`src/rtl/seq_divider.sv`:
```
// 8-bit unsigned restoring divider: one quotient bit per clock, start/ready/done handshake.
// Q, R and DZ are registered and change only on entry to DONE or on reset.
module seq_divider (
    input  logic       clk,
    input  logic       rst_n,
    input  logic       start,
    input  logic [7:0] A,
    input  logic [7:0] B,
    output logic       ready,
    output logic       busy,
    output logic       done,
    output logic [7:0] Q,
    output logic [7:0] R,
    output logic       DZ,
    output logic [1:0] dbg_state
);

    localparam logic [1:0] S_IDLE = 2'd0;
    localparam logic [1:0] S_RUN  = 2'd1;
    localparam logic [1:0] S_DONE = 2'd2;

    // Handshake: start is honoured only on a rising edge where ready is high
    // (state IDLE). A and B are captured on that same edge and never sampled
    // again. done is a single-cycle pulse, and Q/R/DZ are valid from that
    // cycle until the next result is loaded. ready, busy and done are
    // mutually exclusive.

    logic [1:0] state;
    logic [7:0] w;
    logic [7:0] d;
    logic [7:0] p;
    logic [2:0] count;
    logic       dz_pend;

    logic [8:0] t;
    logic       no_borrow;
    logic [7:0] diff;
    logic [7:0] p_next;
    logic [7:0] w_next;

    // The partial remainder is stored in 8 bits. After each step it is either
    // diff (< D) or a restored T (<= D), so the ninth bit of P is always zero.
    always_comb begin
        t         = {p, w[7]};
        no_borrow = (t >= {1'b0, d});
        diff      = t[7:0] + ~d + 8'd1;
        p_next    = no_borrow ? diff : t[7:0];
        w_next    = {w[6:0], no_borrow};
    end

    always_ff @(posedge clk) begin
        if (!rst_n) begin
            state   <= S_IDLE;
            w       <= 8'd0;
            d       <= 8'd0;
            p       <= 8'd0;
            count   <= 3'd0;
            dz_pend <= 1'b0;
            Q       <= 8'd0;
            R       <= 8'd0;
            DZ      <= 1'b0;
        end else begin
            case (state)
                S_IDLE: begin
                    if (start) begin
                        // A zero divisor spends one RUN cycle so that done
                        // arrives one cycle after the accepting edge.
                        w       <= A;
                        d       <= B;
                        p       <= 8'd0;
                        count   <= 3'd0;
                        dz_pend <= (B == 8'd0);
                        state   <= S_RUN;
                    end
                end
                S_RUN: begin
                    if (dz_pend) begin
                        Q       <= 8'hFF;
                        R       <= w;
                        DZ      <= 1'b1;
                        dz_pend <= 1'b0;
                        state   <= S_DONE;
                    end else begin
                        p     <= p_next;
                        w     <= w_next;
                        count <= count + 3'd1;
                        if (count == 3'd7) begin
                            Q     <= w_next;
                            R     <= p_next;
                            DZ    <= 1'b0;
                            state <= S_DONE;
                        end
                    end
                end
                S_DONE: begin
                    state <= S_IDLE;
                end
                default: begin
                    state <= S_IDLE;
                end
            endcase
        end
    end

    assign ready     = (state == S_IDLE);
    assign busy      = (state == S_RUN);
    assign done      = (state == S_DONE);
    assign dbg_state = state;

endmodule

```
`config.mk`:
```
export PLATFORM = sky130hd
export DESIGN_NAME = seq_divider
export DESIGN_NICKNAME = d
export VERILOG_FILES = /design/src/rtl/seq_divider.sv
export SDC_FILE = /design/constraint.sdc
export NUM_CORES = 1
export LEC_CHECK = 0
export BUFFER_PORTS_ARGS = -buffer_cell sky130_fd_sc_hd__buf_2
export CORE_UTILIZATION = 59
export DETAILED_ROUTE_END_ITERATION = 6
export GPL_TIMING_DRIVEN = 1
export PLACE_DENSITY = 0.82
export SYNTH_ARGS = -nofsm -noshare
export SYNTH_HDL_FRONTEND = slang
export SYNTH_SLANG_ARGS = --single-unit
```
`constraint.sdc`:
```
create_clock -name clk -period 4.13 [get_ports clk]
set_input_delay 0.413 -clock clk [delete_from_list [all_inputs] [get_ports clk]]
set_output_delay 0.413 -clock clk [all_outputs]
set_load 0.1 [all_outputs]
```
## Word-level counts from Yosys, hierarchy flattened

Index checks and enable logic that the tools add are counted.

- Divide/modulo/power cells: 0
- $add $sub $neg: 3
- Equality and inequality tests: 6
- $mul: 0
- Shifts and indexed selects: 0
- Bitwise gates (word level): 1
- Order comparisons: 1
- Reductions and logical operators: 9
- Mux-type cells: 22

Operators by type and width:

| cell | count |
|---|---|
| 8-bit 2-to-1 mux | 9 |
| 8-bit one-hot mux with 2 select lines | 2 |
| 9-bit by 8-bit greater-or-equal comparator with 1-bit output | 1 |
| 8-bit by 1-bit adder with 8-bit output (second input constant) | 1 |
| 8-bit adder | 1 |
| 8-bit zero test | 1 |
| 8-bit inverter | 1 |
| 2-bit AND reduction | 4 |
| 2-bit 2-to-1 mux | 3 |
| 3-bit 2-to-1 mux | 2 |
| 3-bit one-hot mux with 2 select lines | 1 |
| 2-bit != test (second input constant) | 2 |
| 2-bit one-hot mux with 2 select lines | 1 |
| 2-bit nonzero test | 2 |
| 3-bit by 1-bit adder with 3-bit output (second input constant) | 1 |
| 3-bit equality test (second input constant) | 1 |
| 1-bit 2-to-1 mux | 3 |
| 3-bit by 1-bit != test with 1-bit output (second input constant) | 1 |
| 3-bit AND reduction | 1 |
| 2-bit by 1-bit equality test with 1-bit output (second input constant) | 1 |
| 2-bit equality test (second input constant) | 1 |
| 2-bit zero test | 1 |
| 1-bit one-hot mux with 2 select lines | 1 |

- Register bits after elaboration: 47
- Output and inout port bits: 22
- Input bits: 19
- Memory bits (writable): 0
- Latch bits: 0
- Word-level logic and storage cells: 51
- Bits in read-only memories: 0
- Memories kept: 0

## Logic depth before layout (Yosys ltp)

- Depth in word-level cells: 6
- Mapped depth: 10

## Worst setup path after synthesis

No wires, ideal clock.

- Kind: reg-to-reg
- From: reg state[1], in the netlist dbg_state[1]
- To: reg dz_pend
- Path slack: 1132 ps
- Required time: 3998 ps
- Period minus slack after synthesis: 2998 ps
- Buffers on the path: 0
- Stages on the path, launching flop included: 5
- Setup time: 132 ps
- Arrival: 2866 ps
- Cell sequence: dfxtp_1 nor2_1 nand2_1 nand3_1 a21oi_1

- Word-level cells in the longest chain between the ends: 3
- Elaborated cells on any way between the ends: 6
- Classes of those cells: eq/ne: 2; mux: 1; reduce/logical: 3

RTL lines:

| what | line | source |
|---|---|---|
| start: declaration | 28 | `logic [1:0] state;` |
| start signal: assignment | 53 | `state <= S_IDLE;` |
| start signal: assignment | 73 | `state <= S_RUN;` |
| start signal: assignment | 82 | `state <= S_DONE;` |
| 2-bit zero test (*) | - |  |
| net ready | 9 | `output logic ready,` |
| 2-bit != test (no source line) / 2-bit nonzero test (equally long branches) | - |  |
| 2-bit AND reduction (no source line) | - |  |
| end signal: assignment | 72 | `dz_pend <= (B == 8'd0);` |
| end: declaration | 33 | `logic dz_pend;` |

Mark *: on every way through the listed nets, which the timed path passes. The rest lies on a longest branch.
A chain may end at the register's enable or synchronous reset.

## Worst setup path after layout

- From: reg state[1], in the netlist dbg_state[1]
- To: out busy

- Word-level cells in the longest chain between the ends: 1

RTL lines:

| what | line | source |
|---|---|---|
| 2-bit by 1-bit equality test with 1-bit output | 106 | `assign busy = (state == S_RUN);` |
| end: declaration | 10 | `output logic busy,` |

Every way passes these cells.

==> impl_results.md <==
* Synthesized instance count at 274
* Total negative slack at 0 ns
* Largest net degree at the start of global routing at 36
* Via count at 2,047
* Hold Path Class: input pin to flop
* Vias in the first global route at 1,908
* Register area share after synthesis at 41.3%
* CP Launch Type: flop
* CTS tree: done
* Tcrit/Tclk final at 60.3%
* Max clock buf depth at 2
* Nets@finish at 338
* Die height at 64.1 um
* Number of port buffers at 40
* Cell taking the most area after synthesis: dfxtp_1
* Clock root cell: clkbuf_8
* # DRC at 0
* Final wirelength at 5220 um
* Routed len/inst at 14.6 um
* Global Route Usage Sum at 27.5%
* N_diodes at 0
* Leakage power at 1.14 nW
* Synthesis Warnings at 0
* Hold Crit Endpoint: d[3]
* Setup CP Type: flop to output pin
* Slew Viols, Final at 0
* Max stage delay on crit path at 0.53 ns
* Final RePlAce weighted congestion at 0.901
* Overall power after layout at 1.19 mW
* Number of setup buffers added after CTS at 0
* Clk pin slew, worst setup/hold paths at 0.09 ns
* Fillers at 323
* Starting density of the core at 61.7%
* Synth cell types at 44
* Reg2reg start: dbg_state[1]
* Final Setup Violations at 0
* Max-cap violations at 0
* Share of cells above drive strength 1 at 17.2%
* CTS buffer count at 5
* Final clock skew at 0.00664 ns
* DRT iter0 DRCs at 179
* H-tree depth at 2
* Hold WS at 0.352 ns
* TritonCTS sink count at 47
* Worst r2r path cells at 6
* Most common cell after layout, fill and taps aside: dfxtp_1
* CP arrival at 2.08 ns
* Fin. Hold Viols at 0
* Hold Path Origin: B[3]
* Net Count, Synth at 304
* Area grow syn2layout at 13.1%
* Io pins at 41
* Standard-cell rows at 22
* Worst reg2reg path endpoint: R[7]
* Worst setup EP type: output pin
* Avg Inst Size Synth at 8.31 um^2
* DP HPWL at 3690 um
* Core Area at 3690 um^2
* Cell Area, Synth at 2280 um^2
* Outcome: finished, final reports clean
* Peak VDD IR at 0.281 mV
* Vias per cell at 5.73
* Slew @ Worst Pin at 1.06 ns
* Max Clock Freq at 402 MHz
* Yosys top cell area share at 41.3%
* Final min period at 2.49 ns
* CP Cell Sequence: nand2b_1, inv_1, buf_2
* Initial antenna violation count at 0
* R2r setup slk at 1.65 ns
* Crit-path max FO at 20
* Max stage delay cell, worst path: buf_2
* Flops & latches, synth at 47
* Hold path depth at 3
* 1st-pass router iterations at 4
* Die ar. at 4110 um^2
* P per Cell Area at 461 nW/um^2
* Worst Slack Setup Final at 1.64 ns
* Most area-consuming cells after synthesis: dfxtp_1, nand2_1, ha_1
* Clk_lat worst skew at 0.30 ns
* Setup WS pre-CTS at 1.73 ns
* RSZ-0062 raised after global routing: no
* CTS Hold Bufs at 0
* Chip width at 64.1 um
* Most frequent cells in the layout: dfxtp_1, nand2_1, buf_2, nor2_1, a21oi_1
* Slew HR at 28.8%
* First-pass GRT wire length at 8630 um
* PostCTS Resize Cnt at 0
* GRT Residual Overflow at 0
* Antenna-violating nets left at 0
* Worst EP required at 3.72 ns
## cells by family after synthesis
family                   count (synthesis)  synth area share (%)
flip-flops                              47                  41.3
AO/OA/AOI/OAI                           73                  21.8
multiplexers                             6                  2.64
XOR/XNOR                                 6                  2.31
adder cells (fa/ha/maj)                 11                  6.38
buffers and inverters                   29                  5.28
AND/OR/NAND/NOR                        102                  20.2
## final cells by class
cell class / instances / area, um^2 / area share (%)
clock buffers: 7 / 86.3 / 3.35
inverters: 15 / 56.3 / 2.19
multi-input cells: 198 / 1210 / 47.2
flip-flops and latches: 47 / 941 / 36.5
repair buffers: 41 / 208 / 8.07
well taps: 48 / 60.1 / 2.33
clock inverters: 1 / 8.76 / 0.340
## report_power, final
part	leakage (nW)	switching, mW	internal [mW]	total [mW]
sequential	0.383	0.0258	0.481	0.507
clock	0.0484	0.153	0.137	0.290
combinational	0.705	0.231	0.158	0.389
## registers in the layout, summed over array words and instances (netlist names)
signal,cells
dz_pend,1
count,3
dbg_state,2
R,8
Q,8
p,8
DZ,1
w,8
d,8
## layer usage
metal	wire, um	up-vias	GRT usage [%]
met3	242	9	6.61
met5	0	-	0
li1	-	1038	-
met4	104	0	11.7
met2	2440	56	44.3
met1	2430	944	35.0
## cells in the mapped netlist
| master | number |
|---|---|
| dfxtp_1 | 47 |
| nand2_1 | 41 |
| nor2_1 | 25 |
| a21oi_1 | 20 |
| nor3_1 | 15 |
| inv_1 | 14 |
| clkbuf_1 | 10 |
| ha_1 | 10 |
| a311oi_1 | 7 |
| o21ai_1 | 7 |
| mux2i_1 | 6 |
| o22ai_1 | 6 |
| and3_1 | 5 |
| o21ai_0 | 5 |
| a21o_1 | 4 |
| a32oi_1 | 4 |
| nand2b_1 | 4 |
| a22oi_1 | 3 |
| buf_2 | 3 |
| nand3_1 | 3 |
| o31ai_1 | 3 |
| xnor2_1 | 3 |
| xor2_1 | 3 |
| a211o_1 | 2 |
| a32o_1 | 2 |
| nor2b_1 | 2 |
| nor4_1 | 2 |
| o211ai_1 | 2 |
| a211oi_1 | 1 |
| a21oi_2 | 1 |
| a21oi_4 | 1 |
| a31o_1 | 1 |
| a31oi_1 | 1 |
| a31oi_2 | 1 |
| and2_1 | 1 |
| and3_4 | 1 |
| buf_6 | 1 |
| clkinv_1 | 1 |
| fa_1 | 1 |
| nand3_2 | 1 |
| nand3b_1 | 1 |
| o21a_1 | 1 |
| o21bai_1 | 1 |
| or3_1 | 1 |
## worst max-delay path by stage
stage	startpoint	end	cells after the start
2_1_floorplan	dbg_state[1]	dz_pend	4
3_3_place_gp	dbg_state[1]	R[7]	6
3_5_place_dp	dbg_state[1]	R[7]	6
4_1_cts	dbg_state[1]	busy	3
5_1_grt	dbg_state[1]	R[7]	6
6_report	dbg_state[1]	busy	3
## per-stage QoR
stage	utilization (%)	cell area, um^2	cells
after global placement	67.2	2480	349
after floorplan	-	2280	274
after CTS	69.8	2570	357
after global routing	69.8	2570	357
final	69.8	2570	357
after detailed placement	67.2	2480	349
## worst max-delay path, delay by kind of cell, from the launching register on
family                 cells  cell delay (ns)
and+or+nand+nor            1             0.35
DFF                        1             0.37
buffers and inverters      2             1.05
(Power assumes the default switching activity.)
